**src/rtl/fft_pkg.sv**
```systemverilog
// Shared definitions for the radix-4 FFT Hadamard-stage scheduler:
// FSM state encoding, geometry helpers and the in-flight tracker entry.
package fft_pkg;

  typedef enum logic [2:0] {
    ST_IDLE  = 3'd0,
    ST_ISSUE = 3'd1,
    ST_DRAIN = 3'd2,
    ST_NEXT  = 3'd3,
    ST_FIN   = 3'd4
  } state_t;

  localparam int unsigned N_POINTS_DEF = 64;
  localparam int unsigned RD_LAT_DEF   = 1;
  localparam int unsigned PIPE_LAT_DEF = 5;

  // Tracker tag fields are sized for the largest supported transform
  // (up to 1024 points); narrower configurations zero-extend into them.
  localparam int unsigned TRK_GRP_W = 8;
  localparam int unsigned TRK_STG_W = 4;

  // Groups per stage: G = N / 4
  function automatic int unsigned grp_count(input int unsigned n);
    return n / 4;
  endfunction

  // Stages per transform: S = log4(N)
  function automatic int unsigned stage_count(input int unsigned n);
    int unsigned m;
    int unsigned s;
    m = n;
    s = 0;
    for (int unsigned i = 0; i < 16; i++) begin
      if (m > 1) begin
        m = m / 4;
        s = s + 1;
      end
    end
    return s;
  endfunction

  // Tracker depth: buffer/ROM read latency plus datapath latency
  function automatic int unsigned tracker_depth(input int unsigned rd_lat,
                                                input int unsigned pipe_lat);
    return rd_lat + pipe_lat;
  endfunction

  localparam int unsigned G = grp_count(N_POINTS_DEF);
  localparam int unsigned S = stage_count(N_POINTS_DEF);
  localparam int unsigned D = tracker_depth(RD_LAT_DEF, PIPE_LAT_DEF);

  typedef struct packed {
    logic                 valid;
    logic [TRK_GRP_W-1:0] grp;
    logic [TRK_STG_W-1:0] stage;
  } trk_entry_t;

endpackage

```
**src/rtl/hadamard_stage_sched_if.sv**
```systemverilog
// Handshake/bus bundle between the Hadamard-stage scheduler and its
// surroundings. Optional macro HSCHED_PERF_EN adds the stall_cnt field.
interface hadamard_stage_sched_if #(
  parameter int unsigned GRP_W = 4,
  parameter int unsigned STG_W = 2
);

  logic                   start;
  logic                   hold;
  logic                   busy;
  logic                   done;
  logic                   rd_en;
  logic [GRP_W-1:0]       rd_grp;
  logic [STG_W+GRP_W-1:0] tw_addr;
  logic [STG_W-1:0]       stage;
  logic                   wr_en;
  logic [GRP_W-1:0]       wr_grp;
  logic [STG_W-1:0]       wr_stage;
`ifdef HSCHED_PERF_EN
  logic [15:0]            stall_cnt;
`endif

  modport master (
    input  start, hold,
    output busy, done, rd_en, rd_grp, tw_addr, stage, wr_en, wr_grp, wr_stage
`ifdef HSCHED_PERF_EN
    , output stall_cnt
`endif
  );

  modport slave (
    output start, hold,
    input  busy, done, rd_en, rd_grp, tw_addr, stage, wr_en, wr_grp, wr_stage
`ifdef HSCHED_PERF_EN
    , input stall_cnt
`endif
  );

endinterface

```
**src/rtl/hadamard_stage_sched_tracker.sv**
```systemverilog
// hsched_tracker: fixed-depth delay line of {valid, grp, stage} tags that
// follows each issued group through the non-stallable datapath.
module hsched_tracker
  import fft_pkg::*;
#(
  parameter int unsigned DEPTH = 6,
  parameter int unsigned GRP_W = 4,
  parameter int unsigned STG_W = 2
) (
  input  logic             clk,
  input  logic             rst,
  input  trk_entry_t       push,
  output logic             tail_valid,
  output logic [GRP_W-1:0] tail_grp,
  output logic [STG_W-1:0] tail_stage,
  output logic             empty
);

  trk_entry_t sh_q [DEPTH];
  trk_entry_t sh_d [DEPTH];
  logic       any_valid;

  // Next shift-register contents: new tag enters at the head every cycle
  always_comb begin
    sh_d[0] = push;
    for (int unsigned i = 1; i < DEPTH; i++) begin
      sh_d[i] = sh_q[i-1];
    end
  end

  // Shift register; cleared by reset
  always_ff @(posedge clk) begin
    if (!rst) begin
      for (int unsigned i = 0; i < DEPTH; i++) begin
        sh_q[i] <= '0;
      end
    end else begin
      for (int unsigned i = 0; i < DEPTH; i++) begin
        sh_q[i] <= sh_d[i];
      end
    end
  end

  // Pipeline occupancy: empty once no stored tag is valid
  always_comb begin
    any_valid = 1'b0;
    for (int unsigned i = 0; i < DEPTH; i++) begin
      any_valid = any_valid | sh_q[i].valid;
    end
  end

  assign empty      = ~any_valid;
  assign tail_valid = sh_q[DEPTH-1].valid;
  assign tail_grp   = sh_q[DEPTH-1].grp[GRP_W-1:0];
  assign tail_stage = sh_q[DEPTH-1].stage[STG_W-1:0];

endmodule

```
**src/rtl/hadamard_stage_sched.sv**
```systemverilog
// hadamard_stage_sched: walks every stage and 4-point group of a radix-4
// FFT, issues buffer/twiddle reads, and produces write-back strobes aligned
// with the fixed-latency Hadamard datapath. The pipeline is drained at each
// stage boundary. Optional macro HSCHED_PERF_EN adds a hold-stall counter.
module hadamard_stage_sched
  import fft_pkg::*;
#(
  parameter int unsigned N_POINTS = 64,
  parameter int unsigned RD_LAT   = 1,
  parameter int unsigned PIPE_LAT = 5,
  parameter int unsigned GRP_W    = 4,
  parameter int unsigned STG_W    = 2
) (
  input logic                   clk,
  input logic                   rst,
  hadamard_stage_sched_if.master bus
);

  localparam int unsigned NG = grp_count(N_POINTS);
  localparam int unsigned NS = stage_count(N_POINTS);
  localparam int unsigned ND = tracker_depth(RD_LAT, PIPE_LAT);

  localparam logic [GRP_W-1:0] LAST_GRP = GRP_W'(NG - 1);
  localparam logic [STG_W-1:0] LAST_STG = STG_W'(NS - 1);

  state_t           state_q, state_d;
  logic [GRP_W-1:0] grp_q, grp_d;
  logic [STG_W-1:0] stage_q, stage_d;
  logic             issue;
  logic             busy;
  logic             done;
  trk_entry_t       push_entry;
  logic             trk_empty;
  logic             trk_valid;
  logic [GRP_W-1:0] trk_grp;
  logic [STG_W-1:0] trk_stage;

  // Next-state, counter and strobe logic
  always_comb begin
    state_d = state_q;
    grp_d   = grp_q;
    stage_d = stage_q;
    issue   = 1'b0;
    busy    = 1'b0;
    done    = 1'b0;
    unique case (state_q)
      ST_IDLE: begin
        if (bus.start) begin
          state_d = ST_ISSUE;
          grp_d   = '0;
          stage_d = '0;
        end
      end
      ST_ISSUE: begin
        busy = 1'b1;
        if (!bus.hold) begin
          issue = 1'b1;
          // grp parks at G-1 after the last issue; only NEXT rewinds it
          if (grp_q == LAST_GRP) begin
            state_d = ST_DRAIN;
          end else begin
            grp_d = grp_q + 1'b1;
          end
        end
      end
      ST_DRAIN: begin
        busy = 1'b1;
        if (trk_empty) begin
          state_d = (stage_q == LAST_STG) ? ST_FIN : ST_NEXT;
        end
      end
      ST_NEXT: begin
        busy    = 1'b1;
        stage_d = stage_q + 1'b1;
        grp_d   = '0;
        state_d = ST_ISSUE;
      end
      ST_FIN: begin
        done    = 1'b1;
        state_d = ST_IDLE;
      end
      default: begin
        state_d = ST_IDLE;
      end
    endcase
  end

  // State and counter registers
  always_ff @(posedge clk) begin
    if (!rst) begin
      state_q <= ST_IDLE;
      grp_q   <= '0;
      stage_q <= '0;
    end else begin
      state_q <= state_d;
      grp_q   <= grp_d;
      stage_q <= stage_d;
    end
  end

  // Tag pushed into the tracker; idle slots carry an all-zero entry
  always_comb begin
    push_entry = '0;
    if (issue) begin
      push_entry.valid = 1'b1;
      push_entry.grp   = TRK_GRP_W'(grp_q);
      push_entry.stage = TRK_STG_W'(stage_q);
    end
  end

  hsched_tracker #(
    .DEPTH (ND),
    .GRP_W (GRP_W),
    .STG_W (STG_W)
  ) u_tracker (
    .clk        (clk),
    .rst        (rst),
    .push       (push_entry),
    .tail_valid (trk_valid),
    .tail_grp   (trk_grp),
    .tail_stage (trk_stage),
    .empty      (trk_empty)
  );

  assign bus.busy     = busy;
  assign bus.done     = done;
  assign bus.rd_en    = issue;
  assign bus.rd_grp   = grp_q;
  assign bus.tw_addr  = {stage_q, grp_q};
  assign bus.stage    = stage_q;
  assign bus.wr_en    = trk_valid;
  assign bus.wr_grp   = trk_grp;
  assign bus.wr_stage = trk_stage;

`ifdef HSCHED_PERF_EN
  logic [15:0] stall_cnt_q, stall_cnt_d;

  // Stall counter: cleared on start acceptance, counts held ISSUE cycles
  always_comb begin
    stall_cnt_d = stall_cnt_q;
    if (state_q == ST_IDLE && bus.start) begin
      stall_cnt_d = '0;
    end else if (state_q == ST_ISSUE && bus.hold && stall_cnt_q != '1) begin
      stall_cnt_d = stall_cnt_q + 16'd1;
    end
  end

  // Stall counter register
  always_ff @(posedge clk) begin
    if (!rst) begin
      stall_cnt_q <= '0;
    end else begin
      stall_cnt_q <= stall_cnt_d;
    end
  end

  assign bus.stall_cnt = stall_cnt_q;
`endif

endmodule

```
**src/flat_wrapper.sv**
```systemverilog
// flat-port wrapper written by rule: the top's interface ports become plain ports
module hadamard_stage_sched_flat import fft_pkg::*;
#(
  parameter int unsigned N_POINTS = 64,
  parameter int unsigned RD_LAT   = 1,
  parameter int unsigned PIPE_LAT = 5,
  parameter int unsigned GRP_W    = 4,
  parameter int unsigned STG_W    = 2
)
  (clk, rst, bus_start, bus_hold, bus_busy, bus_done, bus_rd_en, bus_rd_grp, bus_tw_addr, bus_stage, bus_wr_en, bus_wr_grp, bus_wr_stage);
  hadamard_stage_sched_if #(.GRP_W(GRP_W), .STG_W(STG_W)) bus_i ();
  input logic clk;
  input logic rst;
  input wire logic [$bits(bus_i.start)-1:0] bus_start;
  input wire logic [$bits(bus_i.hold)-1:0] bus_hold;
  output wire logic [$bits(bus_i.busy)-1:0] bus_busy;
  output wire logic [$bits(bus_i.done)-1:0] bus_done;
  output wire logic [$bits(bus_i.rd_en)-1:0] bus_rd_en;
  output wire logic [$bits(bus_i.rd_grp)-1:0] bus_rd_grp;
  output wire logic [$bits(bus_i.tw_addr)-1:0] bus_tw_addr;
  output wire logic [$bits(bus_i.stage)-1:0] bus_stage;
  output wire logic [$bits(bus_i.wr_en)-1:0] bus_wr_en;
  output wire logic [$bits(bus_i.wr_grp)-1:0] bus_wr_grp;
  output wire logic [$bits(bus_i.wr_stage)-1:0] bus_wr_stage;
  assign bus_i.start = bus_start;
  assign bus_i.hold = bus_hold;
  assign bus_busy = bus_i.busy;
  assign bus_done = bus_i.done;
  assign bus_rd_en = bus_i.rd_en;
  assign bus_rd_grp = bus_i.rd_grp;
  assign bus_tw_addr = bus_i.tw_addr;
  assign bus_stage = bus_i.stage;
  assign bus_wr_en = bus_i.wr_en;
  assign bus_wr_grp = bus_i.wr_grp;
  assign bus_wr_stage = bus_i.wr_stage;
  hadamard_stage_sched #(.N_POINTS(N_POINTS), .RD_LAT(RD_LAT), .PIPE_LAT(PIPE_LAT), .GRP_W(GRP_W), .STG_W(STG_W)) u_core (.clk(clk), .rst(rst), .bus(bus_i));
endmodule
```
**config.mk**
```make
export PLATFORM = sky130hd
export DESIGN_NAME = hadamard_stage_sched_flat
export DESIGN_NICKNAME = d
export VERILOG_FILES = /design/src/rtl/fft_pkg.sv /design/src/rtl/hadamard_stage_sched_if.sv /design/src/rtl/hadamard_stage_sched_tracker.sv /design/src/rtl/hadamard_stage_sched.sv /design/src/flat_wrapper.sv
export SDC_FILE = /design/constraint.sdc
export NUM_CORES = 1
export LEC_CHECK = 0
export ABC_CLOCK_PERIOD_IN_PS = 3250
export CAP_MARGIN = 20
export CORE_UTILIZATION = 35
export DETAILED_ROUTE_END_ITERATION = 6
export GPL_TIMING_DRIVEN = 1
export HOLD_SLACK_MARGIN = 0.06
export MAX_ROUTING_LAYER = met4
export PLACE_DENSITY = 0.54
export SLEW_MARGIN = 20
export SYNTH_ARGS = -nofsm -noshare
export SYNTH_HDL_FRONTEND = slang
export SYNTH_HIERARCHICAL = 1
export SYNTH_SLANG_ARGS = --single-unit
```
**constraint.sdc**
```tcl
create_clock -name clk -period 3.25 [get_ports clk]
set_clock_uncertainty 0.2 [all_clocks]
set_input_delay 0.325 -clock clk [delete_from_list [all_inputs] [get_ports clk]]
set_output_delay 0.325 -clock clk [all_outputs]
set_load 0.03 [all_outputs]
```
Yosys cells after proc, flatten, opt, wreduce, memory -nomap -nowiden
Memories as Yosys holds them, arrays and structs flattened.
Cells that the tools add are included.
{ "op_classes": {"n_addsub": 2, "n_eq_ne": 11, "reduce_logical": 7, "bitwise_logic": 11, "n_mux": 25} }
{ "ops": {"columns": ["cell", "count"], "rows": [
  ["2-to-1 mux 13 bit", 7],
  ["2-to-1 mux 3 bit", 5],
  ["2-to-1 mux 4 bit", 3],
  ["one-hot mux 3 bit (4 select lines)", 1],
  ["one-hot mux 4 bit (3 select lines)", 1],
  ["OR 1 bit", 11],
  ["inequality test 2 bit, second input constant", 4],
  ["AND reduction 4 bit", 2],
  ["equality test 3 x 2 -> 1 bit, second input constant", 2],
  ["2-to-1 mux 1 bit", 6],
  ["adder 4 x 1 -> 4 bit, second input constant", 1],
  ["equality test 4 bit, second input constant", 1],
  ["one-hot mux 2 bit (2 select lines)", 1],
  ["equality test 3 x 1 -> 1 bit, second input constant", 1],
  ["equality test 3 bit, second input constant", 1],
  ["logical NOT 3 bit", 1],
  ["nonzero test 3 bit", 1],
  ["OR reduction 3 bit", 1],
  ["adder 2 x 1 -> 2 bit, second input constant", 1],
  ["equality test 2 bit, second input constant", 1],
  ["2-to-1 mux 2 bit", 1],
  ["inequality test 2 x 1 -> 1 bit, second input constant", 1],
  ["AND reduction 2 bit", 1],
  ["nonzero test 2 bit", 1]
]} }
{ "word_totals": {"n_memories": 1, "output_inout_bits": 22, "ramBits": 78, "register_bits": 9, "in_bits": 4} }
{ "mem_list": {"columns": ["memory", "depth", "width", "rd", "rd_ports_with_merged_regs", "wr", "line", "text"], "rows": [
  ["u_core.u_tracker.sh_q", 6, 13, 6, 0, 6, "hadamard_stage_sched_tracker.sv:19", "trk_entry_t sh_q [DEPTH];"]
]} }

Longest topological paths before layout
{ "depth": {"depth_word": 7, "depth_mapped": 5} }

Modules after synthesis
Netlist, hierarchy kept.
{ "modules_own_cells": {"columns": ["module", "seq_area_each_um2", "area_each_um2", "cells_per_inst", "instances"], "rows": [
  ["hsched_tracker", 840.8, 1141.1, 90, 1],
  ["hadamard_stage_sched", 180.2, 601.8, 69, 1]
]} }

Least setup slack after synthesis
No wires, ideal clock.
{ "synth_path": {"kind": "register to register", "from": "reg u_core.state_q[2]", "to": "reg u_core.grp_q[0] (netlist: u_core/bus.rd_grp[0])", "setup_slack_ps": 1384, "t_arrival_ps": 1591, "path_stages_with_launch": 5, "required_ps": 2975, "n_path_buf": 1, "setup_time_ps": 75, "cell_sequence": "dfxtp_1 -> buf_6 -> nor4b_4 -> or4b_1 -> o21ai_0"} }
{ "synth_via": {"elab_chain_len": 3, "word_cells_on_any_way": 9, "cone_classes": "eq/ne (5); mux (1); reduce/logical (3)"} }
{ "synth_lines": {"columns": ["element", "line", "text"], "rows": [
  ["from (decl)", "hadamard_stage_sched.sv:26", "state_t state_q, state_d;"],
  ["from (signal assigned)", "hadamard_stage_sched.sv:95", "state_q <= state_d;"],
  ["equality test 3 x 1 -> 1 bit (tied with other cells)", "hadamard_stage_sched.sv:46", "unique case (state_q)"],
  ["inequality test 2 bit (no source line) / nonzero test 3 bit (equally long branches)", null, null],
  ["AND reduction 4 bit (no source line)", null, null],
  ["to (signal assigned)", "hadamard_stage_sched.sv:96", "grp_q <= grp_d;"],
  ["to (decl)", "hadamard_stage_sched.sv:27", "logic [GRP_W-1:0] grp_q, grp_d;"]
]} }
Several ways; a longest one is shown, not always the timed one.
A chain may end at the register's enable or synchronous reset.

Worst setup path in the final report
{ "layout_path": {"from": "reg u_core.state_q[0]", "to": "out bus_rd_en"} }
{ "layout_via": {"elab_chain_len": 2} }
{ "layout_lines": {"columns": ["element", "line", "text"], "rows": [
  ["equality test 3 x 1 -> 1 bit", "hadamard_stage_sched.sv:46", null],
  ["2-to-1 mux 1 bit", "hadamard_stage_sched.sv:46", null],
  ["to (decl)", "flat_wrapper.sv:18", "output wire logic [$bits(bus_i.rd_en)-1:0] bus_rd_en;"]
]} }
No other way between the ends.

==> implementation parameters <==
Parameter                              Value

Run
  Number of maximum-capacitance violations    0

Die
  Cell Rows    25
  Width of the die    72.5 µm
  Initial core utilization    36.6%
  Area of the die    5250 µm²
  Die height    72.5 µm
  Floorplan Core Area    4750 µm²
  I/O Pins    26

Layout
  Fin area    2120 µm²
  Share of cells above drive strength 1    8.38%
  Ant. Diodes    0
  Number of nets in the layout    184
  Layout Utilization    44.5%
  Number of filler instances in the final layout    463
  Area delta synth->final    21.7%

Detailed routing
  Number of nets with antenna violations after routing    0
  Routed vias/inst    4.42
  Wire length after detailed routing    2.54 mm
  Post-route DRC    0
  Count of TritonRoute iterations in the first routing pass    4
  Average routed wire per standard cell    10.3 µm
  Via count    1,088
  Initial DRC Count    50

Timing
  Final setup violation count    0
  Max-slew headroom at the worst pin    59.2%
  RSZ-0062 raised after global routing    false
  Final critical delay including setup and external delays    2.66 ns
  Setup_tns    0 ns
  Final count of hold timing violations    0
  Max Clock Freq    0.375 GHz
  Number of slew-limit violations in the final report    0
  Tightest Pin Transition    0.603 ns
  Final Cycle Share    82.0%

Logic synthesis
  Post-synthesis instance total    158
  Net count of the mapped netlist    164
  Cell area after synthesis    1740 µm²
  Syn_area_per_cell    11.0 µm²
  Total number of yosys warnings    6

Global route
  Maximum number of pins on one net before global-route repair    50
  Total congestion overflow    0
  Number of antenna violations at the first check in global routing    0
  Via count of the first global-routing pass    1,032
  Wire length of the first global-routing pass    4.34 mm
  All-Layer GR Usage    11.1%

Status
  Run status    finished, final reports clean

Clock network
  Clock tree buffer depth    2
  # hold bufs at CTS    0
  Number of buffers created by CTS    5
  Worst-path clk slew    0.08 ns
  Sink count of the clock tree    51
  Clock tree from TritonCTS    yes
  Worst-Skew Late Latency    0.30 ns
  Post-CTS Resized    0
  Number of levels the H-tree was split into    2
  Root cell of the clock tree    clkbuf_8
  Number of setup buffers added after CTS    0

Placed design
  Global placer's final weighted congestion    0.803
  Dpl cell area    2000 µm²
  Dpl hpwl    1.60 mm
  Total of buffers placed on input and output ports    25

Power
  Power Internal    895 µW
  Combinational share of power    3.9%
  Pwr dens    529 nW/µm²
  Part of the power in the clock network    39.6%
  Switching part of the total power    20.1%
  Worst VDD drop    0.000167 V
  Leakage power    0.000822 µW
  Flop pwr share    56.4%
  P_sw    226 µW

Worst setup path
  R2R cell count    4
  Crit path required time    2.72 ns
  Startpoint type of the worst setup path    flop
  Kind of capture point of the worst setup path    primary output
  Type of the worst setup path    reg2out
  Peak fanout along the critical path    13
  Arrival time reported for the critical path endpoint    2.14 ns

Worst hold path
  Cell depth of the worst hold path    1
  Path category of the worst min-delay check    reg2reg
-- final cells by class --
| cell class | count | area (µm²) | area share (%) |
|---|---|---|---|
| clock buffers | 6 | 82.6 | 3.90 |
| clock inverters | 2 | 35.0 | 1.65 |
| inverters | 4 | 15.0 | 0.709 |
| multi-input cells | 90 | 622 | 29.4 |
| flip-flops and latches | 51 | 1020 | 48.2 |
| well taps | 67 | 83.8 | 3.96 |
| repair buffers | 26 | 258 | 12.2 |
-- final timing paths --
check	from	endpoint	slack (ns)
min	u_core/u_tracker/sh_q[0][53]	u_core/u_tracker/sh_q[0][66]	0.23
max	u_core/state_q[0]	bus_rd_en	0.59
max reg2reg	u_core/bus.rd_grp[0]	u_core/bus.rd_grp[2]	1.27
min reg2reg	u_core/u_tracker/sh_q[0][53]	u_core/u_tracker/sh_q[0][66]	0.23
-- sequential cells by signal, summed over array words and instances (netlist names) --
signal and cells:
u_core/bus.rd_grp 4, u_core/u_tracker/sh_q 42, u_core/state_q 3, u_core/bus.stage 2
-- critical path, stage by stage (launching register included) --
cell and delay, ns:
dfxtp_1 0.56, nor4b_4 0.51, clkdlybuf4s50_1 0.77
-- power by group through the flow --
stage,Sequential (µW),Combinational (µW),Clock [µW]
finish,632,44.0,444
global route,633,48.3,490
CTS,632,44.8,462
detailed placement,647,44.6,0
global placement,647,43.8,0
floorplan,646,28.8,0
-- per-stage QoR --
stage               hold slack [ns]  std cells  power (µW)  setup slack [ns]
CTS                           0.239        246        1140             0.599
floorplan                     0.206        158         675              1.38
finish                        0.233        246        1120             0.586
detailed placement            0.218        238         692             0.699
global placement              0.213        238         690             0.718
global route                  0.250        246        1170             0.461
-- per-layer routing --
metal	part of all wire [%]	vias to the layer above	global-route usage, %
li1	-	553	-
met1	47	504	12.0
met2	47	26	17.3
met3	4.6	5	4.31
met4	1.9	0	6.32
met5	0	-	-
-- placed cells by master, fill, tap and decap left out --
master and count:
dfxtp_1 51, and2_1 49, clkdlybuf4s50_1 25, clkbuf_8 6, inv_1 4, nor2_1 4
nand3_1 3, nand2b_1 3, nor3b_1 3, nand2_1 3, a21oi_1 2, or4b_1 2
a311oi_1 2, a31oi_1 2, o221a_2 2, ha_1 2, clkinv_2 1, bufinv_16 1
nor4b_4 1, and3_1 1, a211o_1 1, a221oi_1 1, nand3b_1 1, o311ai_1 1
mux2i_1 1, a41oi_1 1, nor4b_1 1, o21ai_0 1, buf_4 1, or4_4 1
nor3_2 1, and2_2 1
No activity file was read; power rests on OpenSTA's default activity.
